`src/rtl/mem_access_initiator.sv`:
```
// Frost32 load/store engine: turns one CPU memory command into word read/write beats (RMW for sub-word stores).
// Optional read-beat timeout is enabled by defining OPT_MEM_ACCESS_TIMEOUT_EN.
module mem_access_initiator #(
    parameter int unsigned TIMEOUT_CYCLES = 255
) (
    input  logic        clk,
    input  logic        rst,
    input  logic        in_start,
    input  logic        in_is_store,
    input  logic [1:0]  in_size,
    input  logic        in_sign_ext,
    input  logic [31:0] in_addr,
    input  logic [31:0] in_wdata,
    output logic        out_busy,
    output logic        out_done,
    output logic [31:0] out_rdata,
    output logic        out_misaligned,
    output logic        out_timeout,
    output logic        out_req_mem_access,
    output logic        out_data_inout_access_type,
    output logic [31:0] out_addr,
    output logic [31:0] out_data,
    input  logic [31:0] in_mem_data,
    input  logic        in_wait_for_mem
);
    localparam int unsigned CNT_RAW = $clog2(TIMEOUT_CYCLES + 1);
    localparam int unsigned CNT_W   = (CNT_RAW > 8) ? CNT_RAW : 8;

    typedef enum logic [1:0] {S_IDLE, S_RD, S_WR, S_DONE} state_t;

    state_t      state_q, state_d;
    logic [1:0]  off_q, off_d, size_q, size_d;
    logic        store_q, store_d, sext_q, sext_d;
    logic [31:0] wdata_q, wdata_d;
    logic [31:0] addr_q, addr_d, data_q, data_d, rdata_q, rdata_d;
    logic        type_q, type_d, done_q, done_d, mis_q, mis_d, tmo_q, tmo_d;
    logic [CNT_W-1:0] cnt_q, cnt_d;

    function automatic logic is_misaligned(input logic [1:0] sz, input logic [1:0] off);
        if (sz[1])      return off != 2'b00;
        else if (sz[0]) return off[0];
        else            return 1'b0;
    endfunction

    // Big-endian lanes: byte offset 0 is the most significant byte.
    function automatic logic [31:0] merge(input logic [31:0] w, input logic [31:0] wd,
                                          input logic [1:0] sz, input logic [1:0] off);
        logic [31:0] r;
        r = w;
        if (sz[1]) begin
            r = wd;
        end else if (sz[0]) begin
            if (off[1]) r[15:0] = wd[15:0];
            else        r[31:16] = wd[15:0];
        end else begin
            case (off)
                2'd0:    r[31:24] = wd[7:0];
                2'd1:    r[23:16] = wd[7:0];
                2'd2:    r[15:8]  = wd[7:0];
                default: r[7:0]   = wd[7:0];
            endcase
        end
        return r;
    endfunction

    function automatic logic [31:0] extract(input logic [31:0] w, input logic [1:0] sz,
                                            input logic [1:0] off, input logic sx);
        logic [7:0]  b;
        logic [15:0] h;
        case (off)
            2'd0:    b = w[31:24];
            2'd1:    b = w[23:16];
            2'd2:    b = w[15:8];
            default: b = w[7:0];
        endcase
        h = off[1] ? w[15:0] : w[31:16];
        if (sz[1])      return w;
        else if (sz[0]) return {{16{sx & h[15]}}, h};
        else            return {{24{sx & b[7]}}, b};
    endfunction

    always_ff @(posedge clk or posedge rst) begin
        if (rst) begin
            state_q <= S_IDLE;
            off_q   <= '0;
            size_q  <= '0;
            store_q <= 1'b0;
            sext_q  <= 1'b0;
            wdata_q <= '0;
            addr_q  <= '0;
            data_q  <= '0;
            rdata_q <= '0;
            type_q  <= 1'b0;
            done_q  <= 1'b0;
            mis_q   <= 1'b0;
            tmo_q   <= 1'b0;
            cnt_q   <= '0;
        end else begin
            state_q <= state_d;
            off_q   <= off_d;
            size_q  <= size_d;
            store_q <= store_d;
            sext_q  <= sext_d;
            wdata_q <= wdata_d;
            addr_q  <= addr_d;
            data_q  <= data_d;
            rdata_q <= rdata_d;
            type_q  <= type_d;
            done_q  <= done_d;
            mis_q   <= mis_d;
            tmo_q   <= tmo_d;
            cnt_q   <= cnt_d;
        end
    end

    always_comb begin
        state_d = state_q;
        off_d   = off_q;
        size_d  = size_q;
        store_d = store_q;
        sext_d  = sext_q;
        wdata_d = wdata_q;
        addr_d  = addr_q;
        data_d  = data_q;
        rdata_d = rdata_q;
        type_d  = type_q;
        cnt_d   = cnt_q;
        done_d  = 1'b0;
        mis_d   = 1'b0;
        tmo_d   = 1'b0;
        case (state_q)
            S_IDLE: begin
                if (in_start) begin
                    off_d   = in_addr[1:0];
                    size_d  = in_size;
                    store_d = in_is_store;
                    sext_d  = in_sign_ext;
                    wdata_d = in_wdata;
                    if (is_misaligned(in_size, in_addr[1:0])) begin
                        state_d = S_DONE;
                        done_d  = 1'b1;
                        mis_d   = 1'b1;
                        rdata_d = '0;
                    end else begin
                        addr_d = {in_addr[31:2], 2'b00};
                        if (in_is_store && in_size[1]) begin
                            state_d = S_WR;
                            type_d  = 1'b1;
                            data_d  = in_wdata;
                        end else begin
                            state_d = S_RD;
                            type_d  = 1'b0;
                            cnt_d   = '0;
                        end
                    end
                end
            end
            S_RD: begin
                if (!in_wait_for_mem) begin
                    if (store_q) begin
                        state_d = S_WR;
                        type_d  = 1'b1;
                        data_d  = merge(in_mem_data, wdata_q, size_q, off_q);
                    end else begin
                        state_d = S_DONE;
                        done_d  = 1'b1;
                        rdata_d = extract(in_mem_data, size_q, off_q, sext_q);
                    end
                end else begin
                    cnt_d = cnt_q + 1'b1;
`ifdef OPT_MEM_ACCESS_TIMEOUT_EN
                    if (cnt_d == CNT_W'(TIMEOUT_CYCLES)) begin
                        state_d = S_DONE;
                        done_d  = 1'b1;
                        tmo_d   = 1'b1;
                        rdata_d = '0;
                    end
`endif
                end
            end
            S_WR: begin
                state_d = S_DONE;
                done_d  = 1'b1;
                rdata_d = '0;
            end
            default: state_d = S_IDLE;
        endcase
    end

    // Request and busy come straight from state so an async reset drops them at once.
    always_comb begin
        out_busy           = (state_q != S_IDLE);
        out_req_mem_access = (state_q == S_RD) || (state_q == S_WR);
    end

    assign out_done                   = done_q;
    assign out_rdata                  = rdata_q;
    assign out_misaligned             = mis_q;
    assign out_timeout                = tmo_q;
    assign out_data_inout_access_type = type_q;
    assign out_addr                   = addr_q;
    assign out_data                   = data_q;

endmodule

```
`config.mk`:
```
export PLATFORM = sky130hd
export DESIGN_NAME = mem_access_initiator
export DESIGN_NICKNAME = d
export VERILOG_FILES = /design/src/rtl/mem_access_initiator.sv
export SDC_FILE = /design/constraint.sdc
export NUM_CORES = 1
export LEC_CHECK = 0
export BUFFER_PORTS_ARGS = -buffer_cell sky130_fd_sc_hd__buf_2
export CAP_MARGIN = 10
export CORE_UTILIZATION = 40
export CTS_CLUSTER_SIZE = 40
export DETAILED_ROUTE_END_ITERATION = 7
export SYNTH_ARGS = -nofsm -noshare
export SYNTH_HDL_FRONTEND = slang
export SYNTH_SLANG_ARGS = --single-unit
```
`constraint.sdc`:
```
create_clock -name clk -period 7.6 [get_ports clk]
set_input_delay 0 -clock clk [delete_from_list [all_inputs] [get_ports clk]]
set_output_delay 0 -clock clk [all_outputs]
set_load 0.03 [all_outputs]
```
Word level (Yosys, flattened, before mapping)
Index checks and enable logic that the tools add are counted.
{"block": "totals", "reg_bits": 137, "output_inout_bits": 102, "input_bits": 104, "word_cells": 89}
{"block": "op_classes", "n_reduce_logical": 15, "bitwise": 3, "n_mux": 48, "eq_ne": 11}
{"operator": "$mux 32", "count": 13}
{"operator": "$pmux 32 s3", "count": 1}
{"operator": "$pmux 32 s2", "count": 1}
{"operator": "$mux 8", "count": 7}
{"operator": "$mux 16", "count": 3}
{"operator": "$pmux 8 s3", "count": 1}
{"operator": "$mux 1", "count": 15}
{"operator": "$ne 2x2->1 const B", "count": 7}
{"operator": "$reduce_and 5->1", "count": 2}
{"operator": "$mux 2", "count": 4}
{"operator": "$pmux 2 s3", "count": 1}
{"operator": "$reduce_and 6->1", "count": 1}
{"operator": "$reduce_bool 2->1", "count": 3}
{"operator": "$eq 2x1->1 const B", "count": 2}
{"operator": "$eq 2x2->1 const B", "count": 2}
{"operator": "$logic_not 2->1", "count": 2}
{"operator": "$reduce_and 2->1", "count": 2}
{"operator": "$pmux 1 s3", "count": 1}
{"operator": "$reduce_and 3->1", "count": 1}
{"operator": "$reduce_bool 3->1", "count": 1}
{"operator": "$reduce_or 3->1", "count": 1}
{"operator": "$and 1x1->1", "count": 2}
{"operator": "$pmux 1 s2", "count": 1}
{"operator": "$logic_and 1x1->1", "count": 1}
{"operator": "other kinds (2)", "count": 2}

Longest topological paths before layout
Gate-level depths: netlist of run 1.
{"block": "depth", "word_depth": 11, "depth_mapped": 8}

Least setup slack after synthesis of run 1
No wires, ideal clock.
{"block": "synth_timing", "path_type": "register -> register", "startpoint": "register state_q[0]", "endpoint": "register rdata_q[12], in the netlist out_rdata[12]", "path_stages_with_launch": 9, "arrival_time_ps": 1844, "period_less_slack_ps": 1965, "n_path_buf": 2, "slack_ps": 5635, "cell_sequence": "dfrtp_1 inv_1 ha_1 buf_4 inv_2 o21ai_1 a2111o_1 buf_2 a22o_1"}
{"block": "synth_via", "elab_chain_cells": 3, "elab_cells_between_ends": 10}
{"item": "from (decl)", "line": "31", "source": "state_t state_q, state_d;"}
{"item": "from (signal assigned)", "line": "99", "source": "state_q <= state_d;"}
{"item": "$eq 2x1->1, or another cell as far along", "line": "131", "source": "case (state_q)"}
{"item": "$ne 2x2->1 (no line) or $reduce_bool 3->1 (tied branches)"}
{"item": "$reduce_and 5->1 (no line)"}
{"item": "to (signal assigned)", "line": "107", "source": "rdata_q <= rdata_d;"}
{"item": "to (decl)", "line": "35", "source": "logic [31:0] addr_q, addr_d, data_q, data_d, rdata_q, rdata_d;"}
Parallel ways exist; a longest one is shown, timed or not.
A chain may end at the register's enable or synchronous reset.

Worst setup path after layout of run 1
{"block": "layout_timing", "startpoint": "register state_q[0]", "endpoint": "register rdata_q[0], in the netlist out_rdata[0]"}
Same word-level chain as after synthesis.

==> results of run 1 <==
## area by class of cell
cell class	count	area share, %
timing repair buffer	289	19.8
inverter	16	0.658
multi-input combinational	446	33.9
clock buffer	20	4.91
tap	220	2.90
clock inverter	11	1.79
sequential	137	36.1
## power breakdown
part           internal (mW)  switching (mW)  leakage, nW
Sequential              1.09           0.314         1.68
Combinational          0.803            1.48         2.41
Clock                  0.573           0.313        0.304
## worst min path at each step
| stage | startpoint | to | depth (start not counted) |
|---|---|---|---|
| after floorplan | in_addr[10] | out_addr[10] | 1 |
| after global placement | rst | out_addr[6] | 2 |
| after detailed placement | in_addr[30] | out_addr[30] | 2 |
| after CTS | in_mem_data[4] | out_rdata[4] | 3 |
| after global routing | in_mem_data[4] | out_rdata[4] | 3 |
| final | in_mem_data[2] | out_rdata[2] | 3 |
## flip-flops by register name, indices dropped and copies added (netlist names)
name	cells
state_q	2
size_q	2
out_data	32
out_rdata	32
out_misaligned	1
sext_q	1
out_addr	30
out_done	1
store_q	1
wdata_q	32
out_data_inout_access_type	1
off_q	2
## kinds of logic (layout without fill, tap and decap cells)
logic type,Yosys count,after routing,share of synthesized area [%]
and+or+nand+nor,166,166,11.9
AOI/OAI and AO/OA,194,194,20.4
muxes,79,79,12.7
adders and majority gates,4,4,0.718
DFF,137,137,49.2
buffers and inverters,70,336,5.01
other,1,3,0.0538
## cell usage in the layout, fill, tap and decap left out, types with 14 or more instances in the layout
| master | count |
|---|---|
| buf_2 | 202 |
| mux2_2 | 48 |
| clkbuf_16 | 17 |
| nand2b_1 | 25 |
| dlygate4sd3_1 | 79 |
| nand2_1 | 51 |
| nand3_1 | 23 |
| a21oi_1 | 38 |
| mux2_1 | 30 |
| or3_1 | 14 |
| nor2_1 | 26 |
| dfrtp_1 | 136 |
| o21ai_0 | 29 |
| a32o_1 | 22 |
## per-stage QoR
stage                     instance area (µm²)  cells  util (%)  hold WS, ns
after floorplan                          6980    653         -        0.132
after global placement                   8050   1028      47.9        0.207
after detailed placement                 8050   1028      47.9        0.216
after CTS                                9480   1138      56.3      0.00728
after global routing                     9500   1139      56.5       0.0230
final                                    9500   1139      56.5       0.0294
## critical path: stages (launching register included)
cell      delay (ns)
dfrtp_1         0.41
inv_1           0.10
ha_1            0.43
inv_2           0.09
o21ai_1         0.44
a2111o_1        0.87
mux2_2          0.42
## routing by layer
metal / part of all wire, % / up-vias / GRT usage (%)
met4: 1.8 / 0 / 9.15
met5: 0 / - / 0
met2: 48 / 285 / 40.4
met3: 6.9 / 36 / 5.56
li1: - / 2923 / -
met1: 44 / 3176 / 33.7
==> impl_results.md, run 1 <==
* Biggest area consumer among synthesized cells: dfrtp_1
* R2R cell count at 6
* Pwr Total at 4.58 mW
* Crit-path max FO at 32
* Initial antenna violation count at 0
* Max-cap violations at 0
* Ant. Diodes at 0
* Cell Area, Synth at 6970 µm²
* CTS sink cnt at 137
* Synth warnings at 0
* Number of synthesized flops with an enable pin at 0
* Top FF cell, synth: dfrtp_1
* Row count at 47
* Top-area cell type share of the netlist area at 49.2%
* Final Hold Fails at 0
* Congestion Overflow GR at 0
* Clock transition at path regs at 0.06 ns
* I/O Buffers at 202
* Setup bufs post-CTS at 0
* Final wirelength at 22200 µm
* Layout cell share with drive strength beyond 1 at 32.5%
* I/O pin count at 206
* Flops & latches, synth at 137
* Pin count of the biggest net entering global routing at 71
* CORE AREA at 16800 µm²
* DRC Markers at 0
* Setup TNS at 0 ns
* First-pass GRT wire length at 35000 µm
* CTS Buf Count at 17
* CP endpoint: out_rdata[0]
* Reg-to-Reg End: out_rdata[0]
* Worst-Skew Late Latency at 0.42 ns
* Worst EP arrival at 3.20 ns
* All-layer global routing usage at 25.3%
* Layout area overhead at 36.4%
* CTS tree: built
* Most frequent cells after synthesis: dfrtp_1 (137), nand2_1 (51), mux2_2 (48)
* Post-synthesis sequential area ratio at 49.2%
* Top cells by area, synth: dfrtp_1 (49%), mux2_2 (7.8%), mux2_1 (4.8%), a32o_1 (3.2%), nand2_1 (2.7%)
* Unrepaired setup endpoints after global routing: false
* Max VDD drop at 0.261 mV
* CTS Buffer Depth at 2
* CTS Root Cell: clkbuf_16
* Final Max Slew Viols at 0
* 1st-iter DRT viols at 463
* Die H at 134 µm
* Synth Instances at 651
* Final ANT Viol Nets at 0
* FILL cells at 1464
* Setup slack, reg-to-reg at 4.71 ns
* Gp weighted congestion at 0.884
* Final setup vio count at 0
* Worst Setup Slack, final at 4.71 ns
* Vias after detailed routing at 6420
* Startpoint types: flop
* Die ar. at 18000 µm²
* Final Skew at 0.00751 ns
* Slew @ Worst Pin at 1.08 ns
* Netlist cell types at 61
* Critical path class: reg2reg
* Power Density at 482 nW/µm²
* H-tree levels at 4
* Sequential Area at 3430 µm²
* Critical path origin: state_q[0]
* Tcrit/Tclk final at 38.0%
* Synth Area per Inst at 10.7 µm²
* Post-DR wirelength/cell at 19.5 µm
* # nets final at 1015
* Vias in the first global route at 6521
* Critical Path Sink Type: flop
* Avg Vias per Cell at 5.64
* Leak at 4.40 nW
* DP HPWL at 15200 µm
* Critical R2R Launch: state_q[0]
* Place WS at 4.76 ns
* Outcome: finished clean
* FMAX at 346 MHz
* Min cycle time layout at 2.89 ns
* DRT Pass-1 Iters at 5
* Most common cell in the synthesized netlist: dfrtp_1
* Hold Path Class: in2reg
* Ys async rst share at 100%
* Initial core utilization at 41.4%
* Slew HR at 28.1%
* Post-cts gate resize count at 0
* Multi-input logic area at 3220 µm²
* Die width at 134 µm
* CP required at 7.90 ns
* CTS Hold Buffers Added at 79
No activity file was read; power rests on OpenSTA's default activity.
==> inputs of run 2 (changes only) <==
Settings changed: ABC_AREA set to 1.
Clock period 7.6 ns to 2.94 ns, I/O delays scaled along.
==> impl_results.md, run 2 <==
* Setup TNS at 0 ns
* # nets final at 1316
* Finished Core Util at 56.3%
* Critical path class: reg2reg
* Slew HR at 54.2%
* Tcrit/Tclk final at 70.7%
* I/O Buffers at 202
* Top cells by area, synth: dfrtp_1 (49%), nand2_1 (18%), a21oi_1 (7.4%), o21ai_0 (6.0%), inv_1 (3.5%)
* Die H at 135 µm
* Commonest non-fill, non-tap cell in the layout: nand2_1
* Top-area cell type share of the netlist area at 48.5%
* Ys async rst share at 100%
* Most frequent cells after synthesis: nand2_1 (332), dfrtp_1 (137), a21oi_1 (104)
* Pwr Total at 11.4 mW
* Worst EP arrival at 2.34 ns
* Die ar. at 18200 µm²
* Min cycle time layout at 2.08 ns
* Int Power at 5.91 mW
* Final Hold Fails at 0
* Clock transition at path regs at 0.06 ns
* Pin count of the biggest net entering global routing at 82
* Leak at 5.20 nW
* Most Used Layer, Global Route: met2
* Global routing usage on met1 at 34.1%
* Final wirelength at 23200 µm
* Power Density at 1170 nW/µm²
* Setup bufs post-CTS at 0
* I/O pin count at 206
* Die width at 135 µm
* Unrepaired setup endpoints after global routing: false
* Congestion Overflow GR at 0
* Avg Vias per Cell at 4.94
* CTS Root Cell: clkbuf_16
* Outcome: finished clean
* Number of synthesized flops with an enable pin at 0
* Hold Path Class: in2reg
* DRT Pass-1 Iters at 5
* Post-DR wirelength/cell at 16.0 µm
* CTS Hold Buffers Added at 88
* Layout area overhead at 37.8%
* Global-route met2 utilization at 42.9%
* Switching share of power at 48.2%
* Slew @ Worst Pin at 0.685 ns
* Most common cell in the synthesized netlist: nand2_1
* Synth Instances at 937
* First-pass GRT wire length at 36300 µm
* CORE AREA at 17300 µm²
* Comb power frac at 50.6%
* CP required at 3.20 ns
* Ant. Diodes at 0
* CTS sink cnt at 137
* Sequential Area at 3430 µm²
* Synth warnings at 0
* Startpoint types: flop
* 1st-iter DRT viols at 400
* Initial core utilization at 40.8%
* Power share of the clock group at 20.1%
* Vias after detailed routing at 7138
* DRC Markers at 0
* Cell Area, Synth at 7060 µm²
* Net switching power figure at 5.50 mW
* Critical Path Sink Type: flop
* Top FF cell, synth: dfrtp_1
* Sequential share of power at 29.3%
* Vias in the first global route at 6935
* Post-synthesis sequential area ratio at 48.5%
* FMAX at 481 MHz
* CTS Buffer Depth at 2
* Synth Area per Inst at 7.54 µm²
* Row count at 48
* Multi-input logic area at 3100 µm²
* Max-cap violations at 0
* Final Max Slew Viols at 0
* Final Skew at 0.0110 ns
* Layout cell share with drive strength beyond 1 at 23.3%
* Gp weighted congestion at 0.946
* All-layer global routing usage at 26.1%
* Final ANT Viol Nets at 0
* Post-cts gate resize count at 0
* Netlist cell types at 30
* DP HPWL at 16500 µm
* FILL cells at 1670
* Biggest area consumer among synthesized cells: dfrtp_1
* Flops & latches, synth at 137
* Final setup vio count at 0
* Crit-path max FO at 37
* CTS tree: built
* Initial antenna violation count at 0
* Worst-Skew Late Latency at 0.42 ns
* Max VDD drop at 0.586 mV
* Commonest cells after routing, fill and taps aside: nand2_1 (331), buf_2 (202), dfrtp_1 (137)
* CTS Buf Count at 17
* Routing usage on met3 at 6.19%
* H-tree levels at 4
run 2: changes by cell type after synthesis, moves of 25 or more:
cell	before	now
nand2b_1	25	0
o21ai_0	29	85
nand2_1	51	332
a21oi_1	38	104
mux2_1	30	0
nor2_1	26	64
mux2_2	48	8
inv_1	14	66
run 2: worst max-delay path: stages (launching register included):
cell and delay [ns]:
dfrtp_1 0.40, inv_1 0.11, ha_1 0.34, nand2_2 0.46, o21ai_0 0.60
run 2: metal layers:
layer	part of all wire (%)	up-vias	routed length (µm)
met4	1.7	0	387
met3	7.0	27	1630
met1	44	3293	10200
met5	0	-	0
li1	-	3544	-
met2	47	274	10900
run 2: power by group through the flow:
stage	combinational, mW	sequential [mW]	clock [mW]
after global placement	5.62	3.34	0
after detailed placement	5.67	3.34	0
after floorplan	3.09	4.29	0
after global routing	6.38	3.44	2.42
final	5.78	3.34	2.29
after CTS	5.78	3.33	2.33
run 2: cells by family after synthesis:
kind of cell,after synthesis,synth area share [%]
DFF,137,48.5
buffers and inverters,128,7.72
muxes,8,1.28
other,1,0.0531
adders and majority gates,4,0.709
and+or+nand+nor,436,24.7
AOI/OAI and AO/OA,223,17.0
run 2: per-stage QoR:
step	area [µm²]	setup WS, ns	hold slack, ns	instances
2_1_floorplan	7070	1.23	0.117	939
3_3_place_gp	8230	0.933	-0.0841	1326
3_5_place_dp	8230	0.878	-0.0837	1326
4_1_cts	9740	0.837	0.00129	1446
5_1_grt	9740	0.617	0.00993	1446
6_report	9740	0.861	0.0143	1446
run 2: path summary, 6_finish.rpt:
path | start | end | slack [ns] | cells past startpoint
hold / removal | in_mem_data[24] | out_rdata[24] | 0.01 | 5
setup / recovery | state_q[0] | size_q[1] | 0.86 | 4
setup reg to reg | state_q[0] | size_q[1] | 0.86 | 4
max in group asynchronous | rst | out_rdata[9] | 2.02 | 4
min in group asynchronous | rst | out_data[25] | 0.03 | 3
hold reg to reg | out_rdata[1] | out_rdata[1] | 0.47 | 2
run 2: cell type report:
class / count / area share [%]
multi-input cells: 674 / 31.9
clock buffers: 21 / 4.73
repair buffers: 305 / 20.7
clock inverters: 11 / 1.73
inverters: 73 / 2.85
flip-flops and latches: 137 / 35.2
well taps: 225 / 2.89
